### config.mk
export PLATFORM = sky130hd
export DESIGN_NAME = ch_sel_mux
export DESIGN_NICKNAME = d
export VERILOG_FILES = /design/src/rtl/mux_pkg.sv /design/src/rtl/ch_width_conv.sv /design/src/rtl/ch_sel_mux.sv
export SDC_FILE = /design/constraint.sdc
export NUM_CORES = 1
export LEC_CHECK = 0
export CORE_UTILIZATION = 25
export CTS_CLUSTER_SIZE = 28
export DETAILED_ROUTE_END_ITERATION = 16
export GPL_TIMING_DRIVEN = 0
export PLACE_DENSITY_LB_ADDON = 0.12
export SLEW_MARGIN = 20
export SYNTH_ARGS = -nofsm -noshare
export SYNTH_HDL_FRONTEND = slang
export SYNTH_SLANG_ARGS = --single-unit
### constraint.sdc
create_clock -name CLK -period 2.46 [get_ports CLK]
set_clock_uncertainty 0.15 [all_clocks]
set_input_delay 0.492 -clock CLK [delete_from_list [all_inputs] [get_ports CLK]]
set_output_delay 0.492 -clock CLK [all_outputs]
set_load 0.005 [all_outputs]
### src/rtl/mux_pkg.sv
// Shared types and select-code helpers for the channel selector.
package mux_pkg;

  typedef enum logic {
    RUN   = 1'b0,
    BLANK = 1'b1
  } mux_state_t;

  // The first code past the channel range selects the DC full-scale source.
  function automatic int unsigned sel_dc_code(input int unsigned ch_num);
    return ch_num;
  endfunction

  function automatic logic sel_is_chan(input int unsigned sel, input int unsigned ch_num);
    return (sel < ch_num);
  endfunction

endpackage

### src/rtl/ch_width_conv.sv
// Combinational sample width converter: MSB truncation, or round-half-up with
// saturation when MUX_ROUND_EN is defined.
module ch_width_conv #(
  parameter int unsigned IW = 12,
  parameter int unsigned OW = 12
) (
  input  logic [IW-1:0] src,
  output logic [OW-1:0] dst
);

  if (IW == OW) begin : g_pass
    assign dst = src;
  end else begin : g_conv
    localparam int unsigned SH = IW - OW;
`ifdef MUX_ROUND_EN
    localparam logic [IW:0] HALF = (IW + 1)'(1) << (SH - 1);
    logic [IW:0] sum;
    logic [OW:0] quo;

    assign sum = {1'b0, src} + HALF;
    assign quo = sum[IW:SH];
    // A carry into bit OW means the rounded value no longer fits: clamp to full scale.
    assign dst = quo[OW] ? '1 : quo[OW-1:0];
`else
    logic unused_lsb;

    assign dst        = src[IW-1 -: OW];
    assign unused_lsb = ^src[SH-1:0];
`endif
  end

endmodule

### src/rtl/ch_sel_mux.sv
// N-channel sample selector with registered output and muted blanking window
// on source changes. Optional build macro: MUX_ROUND_EN (rounding width conversion).
module ch_sel_mux
  import mux_pkg::*;
#(
  parameter int unsigned CH_NUM       = 4,
  parameter int unsigned INPUT_WIDTH  = 12,
  parameter int unsigned OUTPUT_WIDTH = 12,
  parameter int unsigned BLANK_LEN    = 4,
  parameter int unsigned SEL_WIDTH    = $clog2(CH_NUM + 2)
) (
  input  logic                          CLK,
  input  logic                          RST_n,
  input  logic [SEL_WIDTH-1:0]          Sel,
  input  logic [CH_NUM*INPUT_WIDTH-1:0] CH_IN,
  input  logic                          in_valid,
  output logic [OUTPUT_WIDTH-1:0]       CH_out,
  output logic                          out_valid,
  output logic                          switching
);

  localparam int unsigned CNT_W = (BLANK_LEN > 0) ? $clog2(BLANK_LEN + 1) : 1;
  localparam logic [CNT_W-1:0] CNT_LOAD = CNT_W'(BLANK_LEN);

  mux_state_t              state, state_nxt;
  logic [SEL_WIDTH-1:0]    sel_act, sel_nxt;
  logic [CNT_W-1:0]        blank_cnt, cnt_nxt;
  logic [SEL_WIDTH-1:0]    code_use;
  logic                    mute;
  logic                    sel_change;
  logic [INPUT_WIDTH-1:0]  src;
  logic [OUTPUT_WIDTH-1:0] conv;

  assign sel_change = (Sel != sel_act);

  // A change seen in RUN already steers the coincident sample: muted when a
  // window follows, otherwise taken straight from the new source.
  always_comb begin
    state_nxt = state;
    sel_nxt   = sel_act;
    cnt_nxt   = blank_cnt;
    code_use  = sel_act;
    mute      = 1'b0;
    case (state)
      RUN: begin
        if (sel_change) begin
          sel_nxt  = Sel;
          code_use = Sel;
          if (BLANK_LEN > 0) begin
            state_nxt = BLANK;
            cnt_nxt   = CNT_LOAD;
            mute      = 1'b1;
          end
        end
      end
      BLANK: begin
        mute = 1'b1;
        if (sel_change) begin
          sel_nxt = Sel;
          cnt_nxt = CNT_LOAD;
        end else if (in_valid) begin
          cnt_nxt = (blank_cnt != '0) ? blank_cnt - CNT_W'(1) : '0;
          if (blank_cnt <= CNT_W'(1)) state_nxt = RUN;
        end
      end
      default: state_nxt = RUN;
    endcase
  end

  always_comb begin
    src = '0;
    if (sel_is_chan(32'(code_use), CH_NUM)) begin
      for (int unsigned k = 0; k < CH_NUM; k++) begin
        if (code_use == SEL_WIDTH'(k)) src = CH_IN[k*INPUT_WIDTH +: INPUT_WIDTH];
      end
    end else if (code_use == SEL_WIDTH'(sel_dc_code(CH_NUM))) begin
      src = '1;
    end
  end

  ch_width_conv #(
    .IW (INPUT_WIDTH),
    .OW (OUTPUT_WIDTH)
  ) u_conv (
    .src (src),
    .dst (conv)
  );

  always_ff @(posedge CLK or negedge RST_n) begin
    if (!RST_n) begin
      state     <= RUN;
      sel_act   <= '0;
      blank_cnt <= '0;
      CH_out    <= '0;
      out_valid <= 1'b0;
    end else begin
      state     <= state_nxt;
      sel_act   <= sel_nxt;
      blank_cnt <= cnt_nxt;
      out_valid <= in_valid;
      if (in_valid) CH_out <= mute ? '0 : conv;
    end
  end

  assign switching = (state == BLANK);

endmodule

**After elaboration in Yosys (flattened, before gate mapping)**

Cells that the tools add are included.

- Add/sub/neg operators: 1
- $lt $le $gt $ge: 2
- Equal/unequal tests: 7
- Mux-type cells: 20
- Bitwise gates (word level): 1
- Reduce and logical (&&, ||, !) cells: 3

Operators with widths:

| cell | number |
|---|---|
| $mux W12 | 7 |
| $mux W3 | 6 |
| $eq A3 B2 Y1 const B | 2 |
| $pmux W3 S2 | 1 |
| $mux W1 | 4 |
| $pmux W1 S2 | 2 |
| $eq A3 B1 Y1 const B | 1 |
| $eq A3 B3 Y1 const B | 1 |
| $le A3 B1 Y1 const B | 1 |
| $logic_not A3 Y1 | 1 |
| $lt A3 B3 Y1 const B | 1 |
| $ne A3 B2 Y1 const B | 1 |
| $ne A3 B3 Y1 | 1 |
| $reduce_bool A3 Y1 | 1 |
| $sub A3 B1 Y3 const B | 1 |
| $ne A2 B2 Y1 const B | 1 |
| $reduce_and A2 Y1 | 1 |
| $not A1 Y1 | 1 |

- Register bits: 20
- Logic and storage cells: 39

**Depth between registers and ports, before layout**

Gate-level depths: netlist (run 1).

- Word-level depth: 10
- Depth in mapped cells: 6
- Mapped depth without buffers: 4

**By module**

A second synthesis (run 1) with hierarchy kept.

- Cell total of the unflattened synthesis: 168
- Area total of the unflattened synthesis: 1406.3 sq um

By module, submodules not included:

| module | times used | cells an instance | area each (sq um) | seq. area each (sq um) |
|---|---|---|---|---|
| ch_sel_mux | 1 | 156 | 1316.3 | 500.5 |
| ch_width_conv | 1 | 12 | 90.1 | 0.0 |

**Worst setup path after synthesis (run 1)**

Ideal clock, no wire load.

- Path kind: register to register
- Start point: register state (netlist: switching)
- End point: register CH_out[0]
- Setup time: 0.135 ns
- Data arrival time: 1.528 ns
- Data required time: 2.175 ns
- Path slack: 0.647 ns
- Stages on the path, launching flop included: 6
- Cell sequence: dfrtp_1 -> buf_4 -> mux2i_4 -> mux4_2 -> nor2_1 -> o22ai_1

- Cells in the longest elaborated chain, start to end: 8
- Elaborated cells between the ends (all ways): 16
- Those cells by class: order compare (1); eq/ne (4); mux (9); bitwise (1); reduce/logical (1)

Ends and longest elaborated chain:

| element | RTL line | text |
|---|---|---|
| from (decl) | ch_sel_mux.sv:25 | `mux_state_t state, state_nxt;` |
| from (signal assigned) | ch_sel_mux.sv:97 | `state <= state_nxt;` |
| $mux W3 | ch_sel_mux.sv:44 | `case (state)` |
| $logic_not A3 Y1 | ch_sel_mux.sv:74 | `if (code_use == SEL_WIDTH'(k)) src = CH_IN[k*INPUT_WIDTH +: INPUT_WIDTH];` |
| $mux W12 (4 in series) | ch_sel_mux.sv:74 |  |
| $mux W12 | ch_sel_mux.sv:72 | `if (sel_is_chan(32'(code_use), CH_NUM)) begin` |
| $mux W12 * | ch_sel_mux.sv:101 | `if (in_valid) CH_out <= mute ? '0 : conv;` |
| to (signal assigned) | ch_sel_mux.sv:101 |  |
| to (decl) | ch_sel_mux.sv:17 | `output logic [OUTPUT_WIDTH-1:0] CH_out,` |

Mark *: on every way between the ends. The rest lies on a longest branch, timed or not.
A chain may end at the register's enable or synchronous reset.

**Worst setup path after layout (run 1)**

- Start point: input Sel[0]
- End point: register CH_out[10]

- Cells in the longest elaborated chain, start to end: 10
- Elaborated cells between the ends (all ways): 18
- Those cells by class: order compare (1); eq/ne (5); mux (11); reduce/logical (1)

Ends and longest elaborated chain:

| element | RTL line | text |
|---|---|---|
| from (decl) | ch_sel_mux.sv:14 | `input logic [SEL_WIDTH-1:0] Sel,` |
| $ne A3 B3 Y1 | ch_sel_mux.sv:34 | `assign sel_change = (Sel != sel_act);` |
| $mux W3 | n/a |  |
| $mux W3 | ch_sel_mux.sv:44 |  |
| $logic_not A3 Y1 | ch_sel_mux.sv:74 |  |
| $mux W12 (4 in series) | ch_sel_mux.sv:74 |  |
| $mux W12 | ch_sel_mux.sv:72 |  |
| $mux W12 * | ch_sel_mux.sv:101 |  |

Marked as above.

==> PnR_summary.wiki, run 1 <==
{| class="wikitable"
! Metric !! Value
|-
| Total wire length || 3730 µm
|-
| Placed inst area || 2050 µm²
|-
| Fraction of power consumed by sequential logic || 39.5%
|-
| Worst min path class || flip-flop to flip-flop
|-
| X dimension of the die || 73.8 µm
|-
| Max Clk Rate || 442 MHz
|-
| Number of enable flip-flop cells after synthesis || 0
|-
| Areal power density over the cells || 406 nW/µm²
|-
| Critical path's slowest cell || sky130_fd_sc_hd__clkdlybuf4s50_1
|-
| Total setup violations reported at the end of the flow || 0
|-
| Share of synthesized flip-flops with an asynchronous set or reset || 100%
|-
| Kind of start point of the critical path || input port
|-
| Number of unique standard cell types used by synthesis || 29
|-
| Worst endpoint required time || 2470 ps
|-
| Standby leakage power || 0.839 nW
|-
| Effective utilization at floorplan || 26.6%
|-
| Clock root buffer || sky130_fd_sc_hd__clkbuf_8
|-
| DPL Wire Length || 2810 µm
|-
| Sum of negative setup slack || 0 ps
|-
| Power share of the clock group || 38.5%
|-
| Clock Pin Slew Worst Setup and Hold Paths || 80 ps
|-
| Slew Limit Fails || 0
|-
| Post-synthesis instance area || 1290 µm²
|-
| Routed WL per cell || 14.0 µm
|-
| Worst Max-Slew Pin Slew || 940 ps
|-
| Tcrit/Tclk final || 91.9%
|-
| HP Start || CH_out[5]
|-
| Maximum net fanout on the critical path || 10
|-
| Maximum buffer depth of the clock tree || 2
|-
| Clk_lat worst skew || 260 ps
|-
| Sequential element share of the synthesized area || 38.8%
|-
| Die Area || 5450 µm²
|-
| Crit Path Class || input port to flip-flop
|-
| First-pass GRT wire length || 5970 µm
|-
| Post-DR vias/cell || 4.56
|-
| Net Sw Frac || 22.2%
|-
| Max-Slew Margin vs Limit || 37.2%
|-
| Number of nets at the end of the flow || 254
|-
| Reg-to-reg slack, setup || 510 ps
|-
| Cts-stage hold buffer count || 0
|-
| Gate power share || 22.0%
|-
| Antenna-violating nets left || 0
|-
| Floorplan die height || 73.8 µm
|-
| Count of final hold-check violations || 0
|-
| Cell Rows || 25
|-
| Number of H-tree branching levels || 1
|-
| Total overflow reported by the global router || 0
|-
| Post-CTS Setup Inserts || 0
|-
| Endpoint class of the critical path || flip-flop
|-
| Instance count of the mapped netlist || 128
|-
| Total via count in the routed design || 1,212
|-
| Largest net degree at the start of global routing || 21
|-
| Post-layout min period || 2260 ps
|-
| Endpoint of the worst register-to-register path || CH_out[3]
|-
| Number of warnings issued by yosys || 0
|-
| Syn avg cell area || 10.1 µm²
|-
| Cell chain of the critical path || clkdlybuf4s50_1 -> xor2_1 -> nor3_2 -> nand4b_2 -> buf_6 -> o32ai_1
|-
| Post-synthesis sequential element count || 20
|-
| Area growth from synthesis to final layout || 65.0%
|-
| Capturing element of the worst setup path || CH_out[10]
|-
| Finished Cell Area || 2130 µm²
|-
| Std-Cell Core Area || 4850 µm²
|-
| Count of inserted antenna diode cells || 0
|-
| Most common cell after layout, fill and taps aside || sky130_fd_sc_hd__clkdlybuf4s50_1
|-
| CTS tree || yes
|-
| DRT iter0 DRCs || 23
|-
| Layout cells sized above 1 || 9.05%
|-
| Cell Int Power || 0.671 mW
|-
| Peak supply drop || 0.244 mV
|-
| Largest stage delay on the critical path || 550 ps
|-
| Synthesized netlist net count || 182
|-
| Antenna violations before repair || 0
|-
| Data arrival time of the critical path || 2270 ps
|-
| Sw power || 0.192 mW
|-
| Vias in the first global route || 1,280
|-
| Total track usage || 14.6%
|-
| Startpoint of the worst-slack reg-to-reg timing path || switching
|-
| Register-to-Register Path Depth || 5
|-
| Primary flip-flop cell chosen by synthesis mapping || sky130_fd_sc_hd__dfrtp_1
|-
| Routability cong. || 0.756
|-
| Count of boundary I/O pins || 68
|-
| Max-cap violations || 0
|-
| Number of iterations in the first detailed-routing pass || 4
|-
| Setup repair after global routing missed its margin || false
|-
| Number of clock buffers inserted by TritonCTS || 3
|-
| Clk sinks || 20
|-
| Count of input and output buffers || 67
|-
| Most used cells in the layout excluding fill and tap cells || 67 x sky130_fd_sc_hd__clkdlybuf4s50_1, 20 x sky130_fd_sc_hd__dfrtp_1, 13 x sky130_fd_sc_hd__mux2i_1
|-
| Outcome || finished clean
|-
| Post-detailed-route DRC marker count || 0
|-
| Launch point of the worst path || Sel[0]
|}
==> power by group through the flow <==
stage / logic (mW) / clock network [mW] / registers, mW
finish: 0.190 / 0.332 / 0.341
global route: 0.209 / 0.351 / 0.342
CTS: 0.193 / 0.341 / 0.341
detailed placement: 0.193 / 0 / 0.347
global placement: 0.188 / 0 / 0.346
floorplan: 0.0756 / 0 / 0.346
==> what timing repair did <==
action | in CTS | in global routing
gates resized for setup | 0 | 1
hold endpoints to repair | 0 | 0
setup endpoints to repair | 0 | 9
==> cell usage after synthesis, types with 3 or more instances <==
cell type,number,share of area [%]
sky130_fd_sc_hd__nor2_1,3,0.87
sky130_fd_sc_hd__o32ai_1,10,6.8
sky130_fd_sc_hd__nor2b_1,11,5.3
sky130_fd_sc_hd__mux2i_1,13,10
sky130_fd_sc_hd__buf_4,3,1.7
sky130_fd_sc_hd__clkbuf_1,4,1.2
sky130_fd_sc_hd__nand2_1,6,1.7
sky130_fd_sc_hd__a21oi_1,4,1.6
sky130_fd_sc_hd__a211oi_1,9,5.2
sky130_fd_sc_hd__inv_1,11,3.2
sky130_fd_sc_hd__dfrtp_1,20,39
sky130_fd_sc_hd__and2_1,9,4.4
sky130_fd_sc_hd__xor2_1,3,2.0
==> cell type report <==
cell class	instances	area, µm²
fillers	471	2720
multi-input cells	88	704
repair buffers	67	671
flip-flops and latches	20	500
well taps	67	83.8
plain buffers	9	53.8
clock buffers	3	41.3
inverters	11	41.3
clock inverters	1	30.0
==> critical path: cells and delay by family <==
kind                   cells  cell delay, ps
AO/OA/AOI/OAI              1             280
buffers and inverters      2             740
XOR/XNOR                   1             230
AND/OR/NAND/NOR            2             530
==> kinds of logic after synthesis <==
logic type / count (synthesis) / share of synthesized area [%]
compound gates: 30 / 17.6
xor+xnor: 3 / 2.04
buf+inv: 20 / 7.38
flops: 20 / 38.8
mux: 17 / 16.2
simple gates: 38 / 18.0
==> per-stage QoR <==
step	total power, mW	worst slack [ps]	hold slack [ps]	util [%]	cells
after floorplan	0.422	647	46.4	-	128
after global placement	0.535	-373	349	42.1	262
after detailed placement	0.540	-166	382	42.3	262
after CTS	0.874	109	399	43.8	266
after global routing	0.901	42.7	416	43.8	266
final	0.863	198	394	43.8	266
==> worst min path at each step <==
stage | cells past startpoint | to
6_report | 2 | CH_out[5]
3_3_place_gp | 2 | blank_cnt[2]
3_5_place_dp | 2 | CH_out[6]
5_1_grt | 2 | CH_out[8]
2_1_floorplan | 0 | CH_out[0]
4_1_cts | 2 | CH_out[8]
==> layer usage <==
metal	up-vias	track usage [%]	share of wire [%]
met5	-	0	0
met4	0	3.85	0.32
met3	2	3.70	5.4
met2	36	25.7	50
met1	572	17.6	44
li1	602	-	-
(Power assumes the default switching activity.)
==> run 2: changes to the inputs <==
--- a/config.mk
+++ b/config.mk
@@ -10,7 +10,6 @@
 export DETAILED_ROUTE_END_ITERATION = 16
 export GPL_TIMING_DRIVEN = 0
 export PLACE_DENSITY_LB_ADDON = 0.12
-export SLEW_MARGIN = 20
 export SYNTH_ARGS = -nofsm -noshare
 export SYNTH_HDL_FRONTEND = slang
 export SYNTH_SLANG_ARGS = --single-unit
==> PnR_summary.wiki, run 2 (synthesized netlist as in run 1, its figures left out) <==
{| class="wikitable"
! Metric !! Value
|-
| Capturing element of the worst setup path || CH_out[10]
|-
| CTS tree || yes
|-
| Layout cells sized above 1 || 9.05%
|-
| WP depth || 6
|-
| Std-Cell Core Area || 4850 µm²
|-
| Number of iterations in the first detailed-routing pass || 4
|-
| Routed WL per cell || 14.4 µm
|-
| Cell chain of the critical path || clkdlybuf4s50_1 -> xor2_1 -> nor3_2 -> nand4b_2 -> buf_6 -> o32ai_1
|-
| Maximum buffer depth of the clock tree || 2
|-
| Post-DR vias/cell || 4.65
|-
| Number of clock buffers inserted by TritonCTS || 3
|-
| X dimension of the die || 73.8 µm
|-
| Max-cap violations || 0
|-
| Launch point of the worst path || Sel[0]
|-
| Post-detailed-route DRC marker count || 0
|-
| FF+latch area || 500 µm²
|-
| Total wire length || 3820 µm
|-
| Clk_lat worst skew || 260 ps
|-
| Vias in the first global route || 1,314
|-
| Clock Pin Slew Worst Setup and Hold Paths || 80 ps
|-
| Max Clk Rate || 443 MHz
|-
| Largest stage delay on the critical path || 540 ps
|-
| Worst min path class || flip-flop to flip-flop
|-
| Count of final hold-check violations || 0
|-
| Total via count in the routed design || 1,236
|-
| Count of boundary I/O pins || 68
|-
| Endpoint of the worst register-to-register path || CH_out[3]
|-
| Worst setup margin || 203 ps
|-
| Outcome || finished clean
|-
| Reg-to-reg slack, setup || 450 ps
|-
| Routability cong. || 0.756
|-
| Largest net degree at the start of global routing || 21
|-
| Non-filler cells in the finished layout || 266
|-
| DRT iter0 DRCs || 29
|-
| Number of nets at the end of the flow || 254
|-
| Post-layout min period || 2260 ps
|-
| Register-to-Register Path Depth || 5
|-
| Die Area || 5450 µm²
|-
| Slew Limit Fails || 0
|-
| Standby leakage power || 0.839 nW
|-
| Endpoint class of the critical path || flip-flop
|-
| DPL Wire Length || 2850 µm
|-
| DP Worst Slack || -363 ps
|-
| Antenna violations before repair || 0
|-
| Fill count || 474
|-
| Areal power density over the cells || 407 nW/µm²
|-
| Clock root buffer || sky130_fd_sc_hd__clkbuf_8
|-
| Floorplan die height || 73.8 µm
|-
| Count of input and output buffers || 67
|-
| Cell count after placement || 262
|-
| Count of buffer and inverter cells on the critical path || 2
|-
| Maximum net fanout on the critical path || 10
|-
| Setup repair after global routing missed its margin || false
|-
| Data arrival time of the critical path || 2270 ps
|-
| Kind of start point of the critical path || input port
|-
| First-pass GRT wire length || 6300 µm
|-
| Area of the multi-input gates || 704 µm²
|-
| Effective utilization at floorplan || 26.6%
|-
| Total setup violations reported at the end of the flow || 0
|-
| Post-CTS Setup Inserts || 0
|-
| Worst path top cell family by delay || buffers and inverters
|-
| Cell Rows || 25
|-
| Peak supply drop || 0.241 mV
|-
| Crit Path Class || input port to flip-flop
|-
| Number of H-tree branching levels || 1
|-
| Tcrit/Tclk final || 91.7%
|-
| Startpoint of the worst-slack reg-to-reg timing path || switching
|-
| Total overflow reported by the global router || 0
|-
| Total track usage || 15.3%
|-
| Hold path cells || 2
|-
| Most common cell after layout, fill and taps aside || sky130_fd_sc_hd__clkdlybuf4s50_1
|-
| Worst Max-Slew Pin Slew || 929 ps
|-
| Antenna-violating nets left || 0
|-
| Worst endpoint required time || 2470 ps
|-
| Total power draw || 0.865 mW
|-
| Count of inserted antenna diode cells || 0
|-
| Most used cells in the layout excluding fill and tap cells || 67 x sky130_fd_sc_hd__clkdlybuf4s50_1, 20 x sky130_fd_sc_hd__dfrtp_1, 13 x sky130_fd_sc_hd__mux2i_1
|-
| Max-Slew Margin vs Limit || 37.9%
|-
| Area growth from synthesis to final layout || 65.0%
|-
| Critical path's slowest cell || sky130_fd_sc_hd__clkdlybuf4s50_1
|-
| Clk sinks || 20
|}
run 2: report_power, final:
part           switching, mW  internal [mW]
clock                  0.116          0.217
combinational         0.0715          0.120
sequential           0.00628          0.334
total                  0.194          0.671
run 2: stage by stage:
| stage | utilization (%) | hold WS [ps] | cell area, µm² | TNS (ps) |
|---|---|---|---|---|
| 2_1_floorplan | - | 46.4 | 1290 | 0 |
| 3_3_place_gp | 42.1 | 349 | 2040 | -3310 |
| 3_5_place_dp | 42.1 | 378 | 2040 | -3160 |
| 4_1_cts | 43.8 | 397 | 2120 | 0 |
| 5_1_grt | 43.8 | 418 | 2130 | 0 |
| 6_report | 43.8 | 391 | 2130 | 0 |
run 2: layout make-up:
type                            count  share of cell area (%)
Buffer                              9                    2.53
Clock buffer                        3                    1.94
Clock inverter                      1                    1.41
Inverter                           11                    1.94
Multi-Input combinational cell     88                    33.1
Sequential cell                    20                    23.5
Tap cell                           67                    3.94
Timing Repair Buffer               67                    31.5
run 2: worst min-delay path by stage:
stage / from / end / slack [ps]
2_1_floorplan: RST_n / CH_out[0] / 50
3_3_place_gp: blank_cnt[2] / blank_cnt[2] / 350
3_5_place_dp: blank_cnt[2] / blank_cnt[2] / 380
4_1_cts: blank_cnt[2] / blank_cnt[2] / 400
5_1_grt: CH_out[8] / CH_out[8] / 420
6_report: blank_cnt[2] / blank_cnt[2] / 390
run 2: timing repair:
item | in CTS | in global routing
cloned | 0 | 0
gates resized for setup | 1 | 1
setup endpoints to repair | 9 | 9
hold buffers | 0 | 0
run 2: tightest hold or removal path: stages (launching register included):
cell,delay [ps]
sky130_fd_sc_hd__dfrtp_1,370
sky130_fd_sc_hd__o31ai_1,80
sky130_fd_sc_hd__nand2_1,60
run 2: metal layers:
layer  up-vias  wire, µm  track usage, %
met5         -         0               0
met4         0        12            4.06
met3         2       213            3.84
met2        38      1880            25.6
met1       590      1710            19.5
li1        606         -               -
==> run 3: changes to the inputs <==
--- a/config.mk
+++ b/config.mk
@@ -8,7 +8,6 @@
 export CORE_UTILIZATION = 25
 export CTS_CLUSTER_SIZE = 28
 export DETAILED_ROUTE_END_ITERATION = 16
-export GPL_TIMING_DRIVEN = 0
 export PLACE_DENSITY_LB_ADDON = 0.12
 export SYNTH_ARGS = -nofsm -noshare
 export SYNTH_HDL_FRONTEND = slang
==> PnR_summary.wiki, run 3 (synthesized netlist as in run 1, its figures left out) <==
{| class="wikitable"
! Metric !! Value
|-
| Post-CTS resize count || 0
|-
| Placed inst area || 2060 µm²
|-
| Floorplan die height || 73.8 µm
|-
| Count of inserted antenna diode cells || 0
|-
| Number of nets at the end of the flow || 253
|-
| Routability cong. || 0.701
|-
| Vias in the first global route || 1,249
|-
| Total track usage || 13.8%
|-
| Kind of start point of the critical path || input port
|-
| Count of boundary I/O pins || 68
|-
| Launch point of the worst path || Sel[2]
|-
| Max Clk Rate || 442 MHz
|-
| Most used cells in the layout excluding fill and tap cells || 67 x sky130_fd_sc_hd__clkdlybuf4s50_1, 20 x sky130_fd_sc_hd__dfrtp_1, 13 x sky130_fd_sc_hd__mux2i_1
|-
| Most common cell after layout, fill and taps aside || sky130_fd_sc_hd__clkdlybuf4s50_1
|-
| X dimension of the die || 73.8 µm
|-
| Hold path cells || 2
|-
| Maximum net fanout on the critical path || 9
|-
| Worst endpoint required time || 2460 ps
|-
| Startpoint of the worst-slack reg-to-reg timing path || switching
|-
| Hold path endpoint || CH_out[0]
|-
| Tcrit/Tclk final || 91.9%
|-
| HP Start || CH_out[0]
|-
| Number of iterations in the first detailed-routing pass || 6
|-
| Number of clock buffers inserted by TritonCTS || 3
|-
| Power share of the clock group || 37.8%
|-
| Largest net degree at the start of global routing || 23
|-
| Total setup violations reported at the end of the flow || 0
|-
| Post-detailed-route DRC marker count || 0
|-
| Post-DR vias/cell || 4.68
|-
| Clk sinks || 20
|-
| Maximum buffer depth of the clock tree || 2
|-
| First-pass GRT wire length || 5690 µm
|-
| Total overflow reported by the global router || 0
|-
| Count of input and output buffers || 67
|-
| Endpoint class of the critical path || flip-flop
|-
| Count of final hold-check violations || 0
|-
| Cell Int Power || 0.677 mW
|-
| Data arrival time of the critical path || 2260 ps
|-
| Crit Path Class || input port to flip-flop
|-
| Post-layout min period || 2260 ps
|-
| Worst min path class || flip-flop to flip-flop
|-
| Cell Rows || 25
|-
| Clk_lat worst skew || 250 ps
|-
| Total wire length || 3500 µm
|-
| Register-to-Register Path Depth || 4
|-
| Reg-to-reg slack, setup || 340 ps
|-
| Effective utilization at floorplan || 26.6%
|-
| Antenna violations before repair || 0
|-
| Non-filler cells in the finished layout || 265
|-
| Slew Limit Fails || 0
|-
| Setup repair after global routing missed its margin || false
|-
| Number of H-tree branching levels || 1
|-
| Min Hold Slack || 385 ps
|-
| Antenna-violating nets left || 0
|-
| Cell count after placement || 261
|-
| Total via count in the routed design || 1,239
|-
| Max-Slew Margin vs Limit || 43.5%
|-
| Standby leakage power || 0.851 nW
|-
| Layout Utilization || 44.0%
|-
| Areal power density over the cells || 404 nW/µm²
|-
| Peak supply drop || 0.253 mV
|-
| Sw power || 0.184 mW
|-
| Cts-stage hold buffer count || 0
|-
| Fraction of power consumed by sequential logic || 39.6%
|-
| Clock root buffer || sky130_fd_sc_hd__clkbuf_8
|-
| Clock Pin Slew Worst Setup and Hold Paths || 80 ps
|-
| Routed WL per cell || 13.2 µm
|-
| Finished Cell Area || 2130 µm²
|-
| Net Sw Frac || 21.3%
|-
| Max-cap violations || 0
|-
| DPL Wire Length || 2740 µm
|-
| Total power draw || 0.861 mW
|-
| Layout cells sized above 1 || 9.60%
|-
| CTS tree || yes
|-
| Die Area || 5450 µm²
|-
| Outcome || finished clean
|-
| DRT iter0 DRCs || 49
|-
| Endpoint of the worst register-to-register path || CH_out[1]
|-
| Std-Cell Core Area || 4850 µm²
|-
| Area growth from synthesis to final layout || 65.5%
|-
| Worst Max-Slew Pin Slew || 848 ps
|-
| Gate power share || 22.7%
|-
| Post-CTS Setup Inserts || 0
|}
-- run 3: cell count changes in the layout (fill, tap and decap cells not counted), sizes merged --
cell | previous run | this run
clkbuf | 7 | 3
buf | 5 | 8
-- run 3: worst max-delay path by stage --
stage / endpoint / depth (start not counted) / slack (ps)
after global placement: CH_out[11] / 5 / 40
final: CH_out[1] / 5 / 200
after CTS: CH_out[1] / 5 / 210
after global routing: CH_out[1] / 5 / 20
after floorplan: CH_out[0] / 5 / 650
after detailed placement: CH_out[1] / 5 / -90
-- run 3: final cells by class --
type / instances / area [µm²]
clock buffers: 3 / 41.3
clock inverters: 1 / 30.0
fillers: 466 / 2720
inverters: 11 / 41.3
multi-input cells: 88 / 693
flip-flops and latches: 20 / 500
well taps: 67 / 83.8
repair buffers: 75 / 743
-- run 3: worst max-delay path, stage by stage --
cell                              delay (ps)
sky130_fd_sc_hd__clkdlybuf4s50_1         580
sky130_fd_sc_hd__nor3_1                   70
sky130_fd_sc_hd__a21oi_1                 670
sky130_fd_sc_hd__a211oi_1                120
sky130_fd_sc_hd__o32ai_1                 320
-- run 3: power groups by stage --
stage	clock [mW]	combinational, mW	sequential [mW]
CTS	0.338	0.198	0.341
detailed placement	0	0.197	0.347
finish	0.325	0.195	0.341
global placement	0	0.195	0.347
floorplan	0	0.0756	0.346
global route	0.357	0.212	0.342
-- run 3: routing by layer --
metal  vias to the layer above  GRT usage, %  part of all wire (%)
li1                        603             -                     -
met1                       582          17.6                    42
met2                        50          23.1                    50
met3                         4          3.43                   7.1
met4                         0          3.63                  0.91
met5                         -             0                     0
-- run 3: per-stage QoR --
step,worst slack [ps],TNS (ps)
detailed placement,-91.9,-346
finish,199,0
global route,17.4,0
floorplan,647,0
global placement,35.1,0
CTS,214,0
